$ cat src/rtl/spi_reg_slave.sv
// spi_reg_slave: SPI mode-0 responder for the ADXL362 command set
// (0x0A write register, 0x0B read register, 0x0D read FIFO).
// Pins are oversampled on clk_i; register accesses become one-cycle
// strobes on a local register bus.
// Optional build macro: SPI_REG_SLAVE_FIFO_READ_EN enables the 0x0D FIFO read.
// Without it 0x0D is an unknown command and fifo_rd_o stays low.
module spi_reg_slave #(
  parameter int AW          = 8,
  parameter int SYNC_STAGES = 2
) (
  input  logic          clk_i,
  input  logic          rst_i,
  input  logic          sclk_i,
  input  logic          mosi_i,
  input  logic          ncs_i,
  output logic          miso_o,
  output logic          miso_oe_o,
  output logic [AW-1:0] reg_addr_o,
  output logic [7:0]    reg_wdata_o,
  output logic          reg_we_o,
  output logic          reg_re_o,
  input  logic [7:0]    reg_rdata_i,
  output logic          fifo_rd_o,
  input  logic [7:0]    fifo_data_i,
  output logic          busy_o
);

  typedef enum logic [2:0] {IDLE, CMD, ADDR, WDATA, RDATA, FDATA, IGNORE} state_t;

  localparam logic [7:0] CMD_WRITE = 8'h0A;
  localparam logic [7:0] CMD_READ  = 8'h0B;
`ifdef SPI_REG_SLAVE_FIFO_READ_EN
  localparam logic [7:0] CMD_FIFO  = 8'h0D;
`endif

  logic [SYNC_STAGES-1:0] sclk_sync, mosi_sync, ncs_sync;
  logic [SYNC_STAGES:0]   primed;
  logic                   sclk_d, ncs_d;
  logic                   sclk_s, mosi_s, ncs_s;
  logic                   rise, fall, ncs_fall, ready;

  logic [2:0]             bit_cnt;
  logic [6:0]             rx_sr;
  logic [7:0]             rx_byte;
  logic                   byte_done;

  state_t                 state, state_nxt;
  logic                   is_write, wr_nxt;
  logic                   we_set, re_set, pop_set, addr_load, addr_step;

  logic [AW-1:0]          addr, next_addr, load_addr;
  logic                   re_d;
  logic [7:0]             rbuf, tx_sr;

  assign sclk_s    = sclk_sync[SYNC_STAGES-1];
  assign mosi_s    = mosi_sync[SYNC_STAGES-1];
  assign ncs_s     = ncs_sync[SYNC_STAGES-1];
  // Edge detection is only meaningful once the chains hold real pin values
  assign ready     = primed[SYNC_STAGES];
  assign rise      = ~ncs_s & sclk_s & ~sclk_d;
  assign fall      = ~ncs_s & ~sclk_s & sclk_d;
  assign ncs_fall  = ~ncs_s & ncs_d;
  assign rx_byte   = {rx_sr, mosi_s};
  assign byte_done = rise && (bit_cnt == 3'd7);
  assign next_addr = addr + AW'(1);
  assign load_addr = AW'(rx_byte);

  // Pin synchronizers plus one extra stage for sclk/ncs edge detection
  always_ff @(posedge clk_i or negedge rst_i) begin
    if (!rst_i) begin
      sclk_sync <= '0;
      mosi_sync <= '0;
      ncs_sync  <= '1;
      sclk_d    <= 1'b0;
      ncs_d     <= 1'b1;
      primed    <= '0;
    end else begin
      sclk_sync <= {sclk_sync[SYNC_STAGES-2:0], sclk_i};
      mosi_sync <= {mosi_sync[SYNC_STAGES-2:0], mosi_i};
      ncs_sync  <= {ncs_sync[SYNC_STAGES-2:0], ncs_i};
      sclk_d    <= sclk_s;
      ncs_d     <= ncs_s;
      primed    <= {primed[SYNC_STAGES-1:0], 1'b1};
    end
  end

  // Receive shifter and bit counter; a partial byte is dropped when ncs rises
  always_ff @(posedge clk_i or negedge rst_i) begin
    if (!rst_i) begin
      bit_cnt <= 3'd0;
      rx_sr   <= 7'd0;
    end else if (state == IDLE || ncs_s) begin
      bit_cnt <= 3'd0;
    end else if (rise) begin
      bit_cnt <= bit_cnt + 3'd1;
      rx_sr   <= rx_byte[6:0];
    end
  end

  // FSM state register
  always_ff @(posedge clk_i or negedge rst_i) begin
    if (!rst_i) begin
      state    <= IDLE;
      is_write <= 1'b0;
    end else begin
      state    <= state_nxt;
      is_write <= wr_nxt;
    end
  end

  // FSM next state and bus strobe requests
  always_comb begin
    state_nxt = state;
    wr_nxt    = is_write;
    we_set    = 1'b0;
    re_set    = 1'b0;
    pop_set   = 1'b0;
    addr_load = 1'b0;
    addr_step = 1'b0;
    if (state != IDLE && ncs_s) begin
      state_nxt = IDLE;
    end else begin
      case (state)
        IDLE: begin
          // ncs already low without a seen falling edge (e.g. after reset): sit out
          if (ready && ncs_fall)    state_nxt = CMD;
          else if (ready && !ncs_s) state_nxt = IGNORE;
        end
        CMD: begin
          if (byte_done) begin
            case (rx_byte)
              CMD_WRITE: begin state_nxt = ADDR; wr_nxt = 1'b1; end
              CMD_READ:  begin state_nxt = ADDR; wr_nxt = 1'b0; end
`ifdef SPI_REG_SLAVE_FIFO_READ_EN
              CMD_FIFO:  begin state_nxt = FDATA; pop_set = 1'b1; end
`endif
              default:   state_nxt = IGNORE;
            endcase
          end
        end
        ADDR: begin
          if (byte_done) begin
            addr_load = 1'b1;
            if (is_write) begin
              state_nxt = WDATA;
            end else begin
              re_set    = 1'b1;
              state_nxt = RDATA;
            end
          end
        end
        WDATA: begin
          if (byte_done) we_set = 1'b1;
        end
        RDATA: begin
          // Read ahead the next address as soon as the current byte is consumed
          if (byte_done) begin
            re_set    = 1'b1;
            addr_step = 1'b1;
          end
        end
        FDATA: begin
`ifdef SPI_REG_SLAVE_FIFO_READ_EN
          if (byte_done) pop_set = 1'b1;
`endif
        end
        IGNORE: begin
        end
        default: state_nxt = IDLE;
      endcase
    end
  end

  // Register bus strobes, address counter and write data
  always_ff @(posedge clk_i or negedge rst_i) begin
    if (!rst_i) begin
      reg_we_o    <= 1'b0;
      reg_re_o    <= 1'b0;
      fifo_rd_o   <= 1'b0;
      reg_addr_o  <= '0;
      reg_wdata_o <= 8'd0;
      addr        <= '0;
    end else begin
      reg_we_o  <= we_set;
      reg_re_o  <= re_set;
      fifo_rd_o <= pop_set;
      if (addr_load) begin
        addr       <= load_addr;
        reg_addr_o <= load_addr;
      end else if (addr_step) begin
        addr       <= next_addr;
        reg_addr_o <= next_addr;
      end else if (we_set) begin
        reg_addr_o  <= addr;
        reg_wdata_o <= rx_byte;
        addr        <= next_addr;
      end
    end
  end

`ifdef SPI_REG_SLAVE_FIFO_READ_EN
  logic pop_d;

  // Delay the FIFO pop so its data is sampled the cycle after the strobe
  always_ff @(posedge clk_i or negedge rst_i) begin
    if (!rst_i) pop_d <= 1'b0;
    else        pop_d <= fifo_rd_o;
  end
`else
  logic unused_fifo;
  assign unused_fifo = ^fifo_data_i;
`endif

  // Capture returned data, then shift it out MSB first on sclk falling edges
  always_ff @(posedge clk_i or negedge rst_i) begin
    if (!rst_i) begin
      re_d   <= 1'b0;
      rbuf   <= 8'd0;
      tx_sr  <= 8'd0;
      miso_o <= 1'b0;
    end else begin
      re_d <= reg_re_o;
      if (re_d) rbuf <= reg_rdata_i;
`ifdef SPI_REG_SLAVE_FIFO_READ_EN
      else if (pop_d) rbuf <= fifo_data_i;
`endif
      if (state != RDATA && state != FDATA) begin
        miso_o <= 1'b0;
      end else if (fall) begin
        if (bit_cnt == 3'd0) begin
          miso_o <= rbuf[7];
          tx_sr  <= {rbuf[6:0], 1'b0};
        end else begin
          miso_o <= tx_sr[7];
          tx_sr  <= {tx_sr[6:0], 1'b0};
        end
      end
    end
  end

  // Output enable and busy both follow the synchronized chip select
  always_ff @(posedge clk_i or negedge rst_i) begin
    if (!rst_i) begin
      miso_oe_o <= 1'b0;
      busy_o    <= 1'b0;
    end else begin
      miso_oe_o <= ~ncs_s;
      busy_o    <= ~ncs_s;
    end
  end

endmodule

$ cat config.mk
export PLATFORM = sky130hd
export DESIGN_NAME = spi_reg_slave
export DESIGN_NICKNAME = d
export VERILOG_FILES = /design/src/rtl/spi_reg_slave.sv
export SDC_FILE = /design/constraint.sdc
export NUM_CORES = 1
export LEC_CHECK = 0
export ABC_AREA = 0
export ABC_CLOCK_PERIOD_IN_PS = 3450
export CORE_UTILIZATION = 40
export CTS_CLUSTER_SIZE = 10
export DETAILED_ROUTE_END_ITERATION = 8
export MAX_ROUTING_LAYER = met4
export PLACE_DENSITY_LB_ADDON = 0.15
export SLEW_MARGIN = 25
export SYNTH_ARGS = -nofsm -noshare
export SYNTH_HDL_FRONTEND = slang
export SYNTH_SLANG_ARGS = --single-unit
$ cat constraint.sdc
create_clock -name clk_i -period 3.45 [get_ports clk_i]
set_input_delay 0.5175 -clock clk_i [delete_from_list [all_inputs] [get_ports clk_i]]
set_output_delay 0.5175 -clock clk_i [all_outputs]
set_load 0.005 [all_outputs]
==> impl_metrics.csv, run 1 <==
group,metric,value,unit
drt,wl_per_cell,14.79,um
power_and_ir_drop,ir_drop,0.0002593,V
placement,routabilityCongestion,0.8114,
grt,grt_pass1_wl,11.03,mm
clock_tree,post_cts_buffers,0,
logic_synthesis,yosysWarnings,0,
clock_tree,htreeDepth,3,
clock_tree,post_cts_resize_count,0,
grt,grt-ovfl-total,0,
run_status,status,"finished clean",
sta,finalSetupTns,0,ps
grt,gr-usage-all-layers,17.21,%
drt,routed_via_density,5.294,
worst_setup_path,crit_path_start_kind,"flip-flop",
sta,hold_viol,0,
drt,drc,0,
layout,instances_no_fill,429,
worst_setup_path,crit_type,"reg2reg",
layout,layout_commonest_cell,"dfrtp_1",
sta,setup_slack,1194,ps
sta,relSlewSlack,41.92,%
placement,numPortBuffers,33,
drt,wirelength,6.345,mm
floorplan,die_y,93.06,um
floorplan,placementRows,32,
layout,diodes,0,
clock_tree,clkSinkCount,69,
logic_synthesis,ys_seq_area_share,52.17,%
logic_synthesis,syn-num-nets,319,
logic_synthesis,syn_area,3317,sq um
placement,dp_cells,413,
drt,drt-met1-wl,3.086,mm
worst_setup_path,max_stage_delay,810,ps
placement,hpwl,4.271,mm
logic_synthesis,synthArstFlopShare,100.0,%
drt,wl_met2,2.849,mm
floorplan,die_x,93.06,um
power_and_ir_drop,power,2063,uW
layout,n_fill_cell,762,
clock_tree,cts_buffers,9,
sta,fin_skew,10.01,ps
logic_synthesis,ys_seq_elements,69,
clock_tree,cts_tree,"yes",
clock_tree,ctsHoldBuffers,0,
sta,worst_slew_pin_slew,869.4,ps
grt,grt_max_degree,70,
logic_synthesis,yosys.area.top_type_share,49.79,%
sta,fmax,0.4432,GHz
floorplan,start_util,42.05,%
worst_setup_path,crit_fanout,23,
floorplan,boundaryPins,43,
clock_tree,clock_path_buffers,2,
clock_tree,clk_pin_slew_worst_paths,80,ps
sta,finalCritPeriodShare,65.40,%
placement,post-place-ws,1208,ps
layout,layout-drive-gt1-share,18.65,%
sta,rsz0062_at_grt,"false",
layout,final_cell_mix,"dfrtp_1 (66), clkdlybuf4s50_1 (32), nand2_1 (26), mux2_2 (26), o21ai_0 (21)",
floorplan,fp.coreArea,7888,sq um
logic_synthesis,ys.flop_type,"dfrtp_1",
drt,vias,2271,
drt,highest_layer,"met4",
clock_tree,cts_root_buf,"clkbuf_8",
drt,antenna_left,0,
logic_synthesis,avgSynthCellArea,11.28,sq um
drt,firstDrtPassIters,4,
layout,areaGrowthSynthToFinish,16.14,%
logic_synthesis,synth_area_leader_cell,"dfrtp_1",
drt,drt_iter0_drc,152,
layout,fin_nets,347,
floorplan,dieArea,8660,sq um
logic_synthesis,yosys.cell_types.count,59,
sta,finalSetupViolCount,0,
logic_synthesis,syn_inst,294,
min_path,worstHoldPathType,"in2async",
power_and_ir_drop,p_leak,0.001669,uW
clock_tree,worstSkewPairLatency,350,ps
sta,finalHoldWorstSlack,345.7,ps
grt,antenna_found_initial,0,
worst_setup_path,cp_slowest_cell,"dfrtp_1",
sta,period_minus_slack,2256,ps
power_and_ir_drop,p_per_area,535.6,nW/um^2
flow_run,max_cap_violations,0,
drt,wl_met3,304,um
worst_setup_path,crit_arrival,2490,ps
grt,grt_pass1_vias,2240,
worst_setup_path,crit_required,3680,ps
sta,slew_violations,0,
worst_setup_path,crit_path_cell_trace,"nand2b_1 -> a21oi_2 -> o21ai_0 -> o2bb2ai_1",
logic_synthesis,synth.area.top_cells,"dfrtp_1 (50%), mux2_2 (8.8%), o21ai_0 (3.2%), mux2i_1 (3.0%), nand2_1 (2.9%)",
worst_setup_path,end_kind,"flip-flop",
logic_synthesis,synth_edf_count,0,
-- layout make-up --
type / instances / area (sq um) / share of cell area [%]
flip-flops and latches: 69 / 1730 / 44.92
multi-input cells: 201 / 1439 / 37.35
repair buffers: 35 / 340.3 / 8.834
clock buffers: 11 / 151.4 / 3.930
well taps: 102 / 127.6 / 3.313
clock inverters: 5 / 41.29 / 1.072
inverters: 6 / 22.52 / 0.5846
-- logic make-up after synthesis --
kind of cell	count (synthesis)	share of synthesized area, %
and+or+nand+nor	80	13.20
xor gates and xnor gates	3	0.7923
AOI/OAI and AO/OA	76	15.81
muxes	36	11.84
buffers and inverters	24	4.451
adders and majority gates	4	1.509
DFF	69	52.17
other	2	0.2264
-- metrics by stage --
stage,cell area [sq um],util (%)
6_report,3852,48.84
5_1_grt,3852,48.84
4_1_cts,3852,48.84
3_5_place_dp,3660,46.40
3_3_place_gp,3660,46.40
2_1_floorplan,3317,-
-- worst paths after layout --
path	start	to	slack, ps	depth (start not counted)
worst min-delay path	rst_i	tx_sr[4]$_DFFE_PN0P_	350	2
max in group asynchronous	rst_i	sclk_sync[1]$_DFF_PN0_	2530	2
worst max register to register	state[1]$_DFFE_PN0P_	addr[7]$_DFFE_PN0P_	1190	4
worst max-delay path	state[1]$_DFFE_PN0P_	addr[7]$_DFFE_PN0P_	1190	4
min in group clk_i	sclk_sync[0]$_DFF_PN0_	sclk_sync[1]$_DFF_PN0_	350	0
worst min register to register	sclk_sync[0]$_DFF_PN0_	sclk_sync[1]$_DFF_PN0_	350	0
-- cell usage after synthesis, types with 4 or more instances --
master / number
a21o_1: 5
a21oi_1: 8
a31oi_1: 4
buf_2: 6
buf_4: 5
buf_6: 4
dfrtp_1: 66
ha_1: 4
inv_1: 6
mux2_2: 26
mux2i_1: 10
nand2_1: 26
nand2b_1: 4
nand3_1: 4
nor2_1: 18
nor3_1: 4
o21ai_0: 21
o2bb2ai_1: 7
o31ai_1: 6
-- metal layers --
metal,track usage [%],vias to the layer above
li1,-,1117
met1,23.19,1088
met2,25.12,54
met3,4.715,12
met4,5.769,0
met5,-,-
-- flip-flops by register name, indices dropped and copies added (netlist names) --
signal and cells:
addr 8, rbuf 8, reg_addr_o 8, reg_wdata_o 8, rx_sr 7, tx_sr 7, bit_cnt 3, primed 3
state 3, mosi_sync 2, ncs_sync 2, sclk_sync 2, busy_o 1, is_write 1, miso_o 1, ncs_d 1
re_d 1, reg_re_o 1, reg_we_o 1, sclk_d 1
-- worst max-delay path: cells and delay by family, from the launching register on --
kind            cells  cell delay (ps)
flops               1              810
compound gates      3              900
simple gates        1              420
-- power by group --
group	total, uW	internal, uW	switching (uW)
clock network	632	306	326
logic	408	207	201
registers	1020	869	155
total	2060	1380	682
Note: power is estimated with default switching activity, not from simulation.
==> run 2, diff against run 1 <==
--- a/config.mk
+++ b/config.mk
@@ -6,7 +6,7 @@
 export NUM_CORES = 1
 export LEC_CHECK = 0
 export ABC_AREA = 0
-export ABC_CLOCK_PERIOD_IN_PS = 3450
+export ABC_CLOCK_PERIOD_IN_PS = 2000
 export CORE_UTILIZATION = 40
 export CTS_CLUSTER_SIZE = 10
 export DETAILED_ROUTE_END_ITERATION = 8
==> constraint.sdc (replaced) <==
create_clock -name clk_i -period 2 [get_ports clk_i]
set_input_delay 0.3 -clock clk_i [delete_from_list [all_inputs] [get_ports clk_i]]
set_output_delay 0.3 -clock clk_i [all_outputs]
set_load 0.005 [all_outputs]
==> run 2 against run 1 <==
Count of clock-buffer cells in the layout is the same. Maximum frequency rose by 18%. Via count rose by 1.7%. First-iteration DRC count is 33% lower. Hold slack better by 4.1 ps. Flip-flop and latch count unchanged. Die area is the same. Critical path type unchanged. Largest power group unchanged. Clock skew shrank 2.6 ps. Register-to-register slack got worse by 1100 ps. Critical path depth rose by 3. Power rose by 83%.
==> impl_metrics.csv, run 2 (synthesis gave the netlist of run 1 again) <==
group,metric,value,unit
min_path,hold_depth,0,
worst_setup_path,cp_slowest_cell,"or3_1",
clock_tree,worstSkewPairLatency,340,ps
drt,antenna_left,0,
placement,hpwl,4.430,mm
drt,firstDrtPassIters,5,
worst_setup_path,end_kind,"flip-flop",
clock_tree,cts_tree,"yes",
worst_setup_path,reg2reg_to,"reg_addr_o[1]$_DFFE_PN0P_",
min_path,worstHoldPathType,"reg2reg",
grt,gr-usage-all-layers,17.01,%
run_status,status,"finished clean",
worst_setup_path,r2r_slack,90,ps
drt,wirelength,6.423,mm
worst_setup_path,crit_required,2220,ps
layout,layout-drive-gt1-share,20.18,%
drt,drc,0,
clock_tree,clock_path_buffers,2,
floorplan,fp.coreArea,7888,sq um
floorplan,dieArea,8660,sq um
placement,post-place-ws,93.58,ps
worst_setup_path,path_common_cell,"ha_1",
clock_tree,post_cts_buffers,0,
drt,routed_via_density,5.262,
layout,instances_no_fill,439,
clock_tree,htreeDepth,3,
grt,grt_pass1_vias,2204,
sta,hold_viol,0,
clock_tree,clk_pin_slew_worst_paths,70,ps
layout,layout_commonest_cell,"dfrtp_1",
floorplan,start_util,42.05,%
worst_setup_path,crit_type,"reg2reg",
floorplan,die_y,93.06,um
layout,final_cell_mix,"dfrtp_1 (66), clkdlybuf4s50_1 (32), nand2_1 (26), mux2_2 (26), o21ai_0 (21)",
clock_tree,clkSinkCount,69,
worst_setup_path,crit_path_start_kind,"flip-flop",
grt,antenna_found_initial,0,
sta,setup_slack,88.37,ps
clock_tree,cts_buffers,9,
power_and_ir_drop,ir_drop,0.0005082,V
floorplan,die_x,93.06,um
worst_setup_path,timing.rr.start,"bit_cnt[0]$_DFFE_PN0P_",
power_and_ir_drop,p_per_area,953.7,nW/um^2
sta,rsz0062_at_grt,"true",
sta,slew_violations,0,
worst_setup_path,reg2reg_depth,7,
floorplan,placementRows,32,
placement,routabilityCongestion,0.8199,
clock_tree,cts_root_buf,"clkbuf_8",
layout,seq_area,1730,sq um
placement,numPortBuffers,33,
layout,n_fill_cell,729,
sta,fin_skew,7.385,ps
min_path,hold_end,"sclk_sync[1]$_DFF_PN0_",
worst_setup_path,crit_arrival,2130,ps
sta,finalSetupViolCount,0,
grt,grt-ovfl-total,0,
layout,areaGrowthSynthToFinish,19.69,%
sta,finalCritPeriodShare,95.58,%
flow_run,max_cap_violations,0,
layout,fin_nets,357,
placement,dp_cells,422,
worst_setup_path,crit_fanout,6,
grt,grt_max_degree,70,
layout,multi_input_area,1443,sq um
sta,period_minus_slack,1912,ps
sta,finalSetupTns,0,ps
worst_setup_path,crit_path_cell_trace,"ha_1 -> ha_1 -> nand4bb_1 -> buf_4 -> or3_1 -> a221oi_1 -> nor2_1",
drt,drt_iter0_drc,102,
sta,fmax,0.5231,GHz
drt,vias,2310,
worst_setup_path,max_stage_delay,400,ps
layout,diodes,0,
floorplan,boundaryPins,43,
min_path,hp-start,"sclk_sync[0]$_DFF_PN0_",
drt,wl_per_cell,14.63,um
grt,grt_pass1_wl,10.94,mm
power_and_ir_drop,p_leak,0.001733,uW
==> run 2: changes by cell type in the layout (fill, tap and decap cells not counted), sizes merged <==
| cell | change |
|---|---|
| buf | +9 |
| clkinv | +1 |
| clkinvlp | -1 |
| bufinv | +2 |
| dlygate4sd3 | +1 |
| inv | -2 |
==> run 2: per-stage QoR <==
stage	hold WS (ps)	utilization [%]	instance area (sq um)	power [uW]
after global placement	333.7	47.41	3740	2573
after CTS	348.1	50.29	3966	3815
after floorplan	4.409	-	3317	2333
final	349.8	50.33	3970	3786
after global routing	353.5	50.33	3970	3997
after detailed placement	334.7	47.41	3740	2572
==> run 2: worst max path at each step <==
stage	start	to	slack, ps	cells after the start
global route	bit_cnt[0]$_DFFE_PN0P_	addr[2]$_DFFE_PN0P_	2	7
detailed placement	bit_cnt[0]$_DFFE_PN0P_	state[0]$_DFFE_PN0P_	90	6
floorplan	bit_cnt[0]$_DFFE_PN0P_	state[0]$_DFFE_PN0P_	170	7
finish	bit_cnt[0]$_DFFE_PN0P_	reg_addr_o[1]$_DFFE_PN0P_	90	7
CTS	bit_cnt[0]$_DFFE_PN0P_	state[1]$_DFFE_PN0P_	80	6
global placement	bit_cnt[0]$_DFFE_PN0P_	state[0]$_DFFE_PN0P_	110	6
==> run 2: worst max-delay path: cells and delay by family (launching register included) <==
kind	cells	cell delay, ps
buffers and inverters	1	200
adder cells (fa/ha/maj)	2	320
AND/OR/NAND/NOR	3	610
AO/OA/AOI/OAI	1	270
flip-flops	1	390
==> run 2: what timing repair did <==
item                                    CTS  global route
endpoints found under the hold margin    66             0
hold buffers                              1             0
gates resized for setup                   0             1
endpoints found under the setup margin    0             2
==> run 2: area by class of cell <==
class                   instances  share of cell area [%]
flip-flops and latches         69                   43.59
multi-input cells             201                   36.34
clock inverters                 5                   2.143
clock buffers                  11                   3.309
repair buffers                 45                   10.84
well taps                     102                   3.215
inverters                       6                  0.5673
==> run 2: per-layer routing <==
layer  vias to the layer above  track usage [%]  part of all wire, %
li1                       1135                -                    -
met1                      1114            24.30                   52
met2                        53            23.35                   42
met3                         8            3.984                  4.1
met4                         0            6.538                  1.4
met5                         -                -                    0
==> run 2: power breakdown <==
group          switching [uW]  total [uW]  internal [uW]
Sequential                198        1700           1500
Clock                     525        1230            707
Combinational             435         856            420
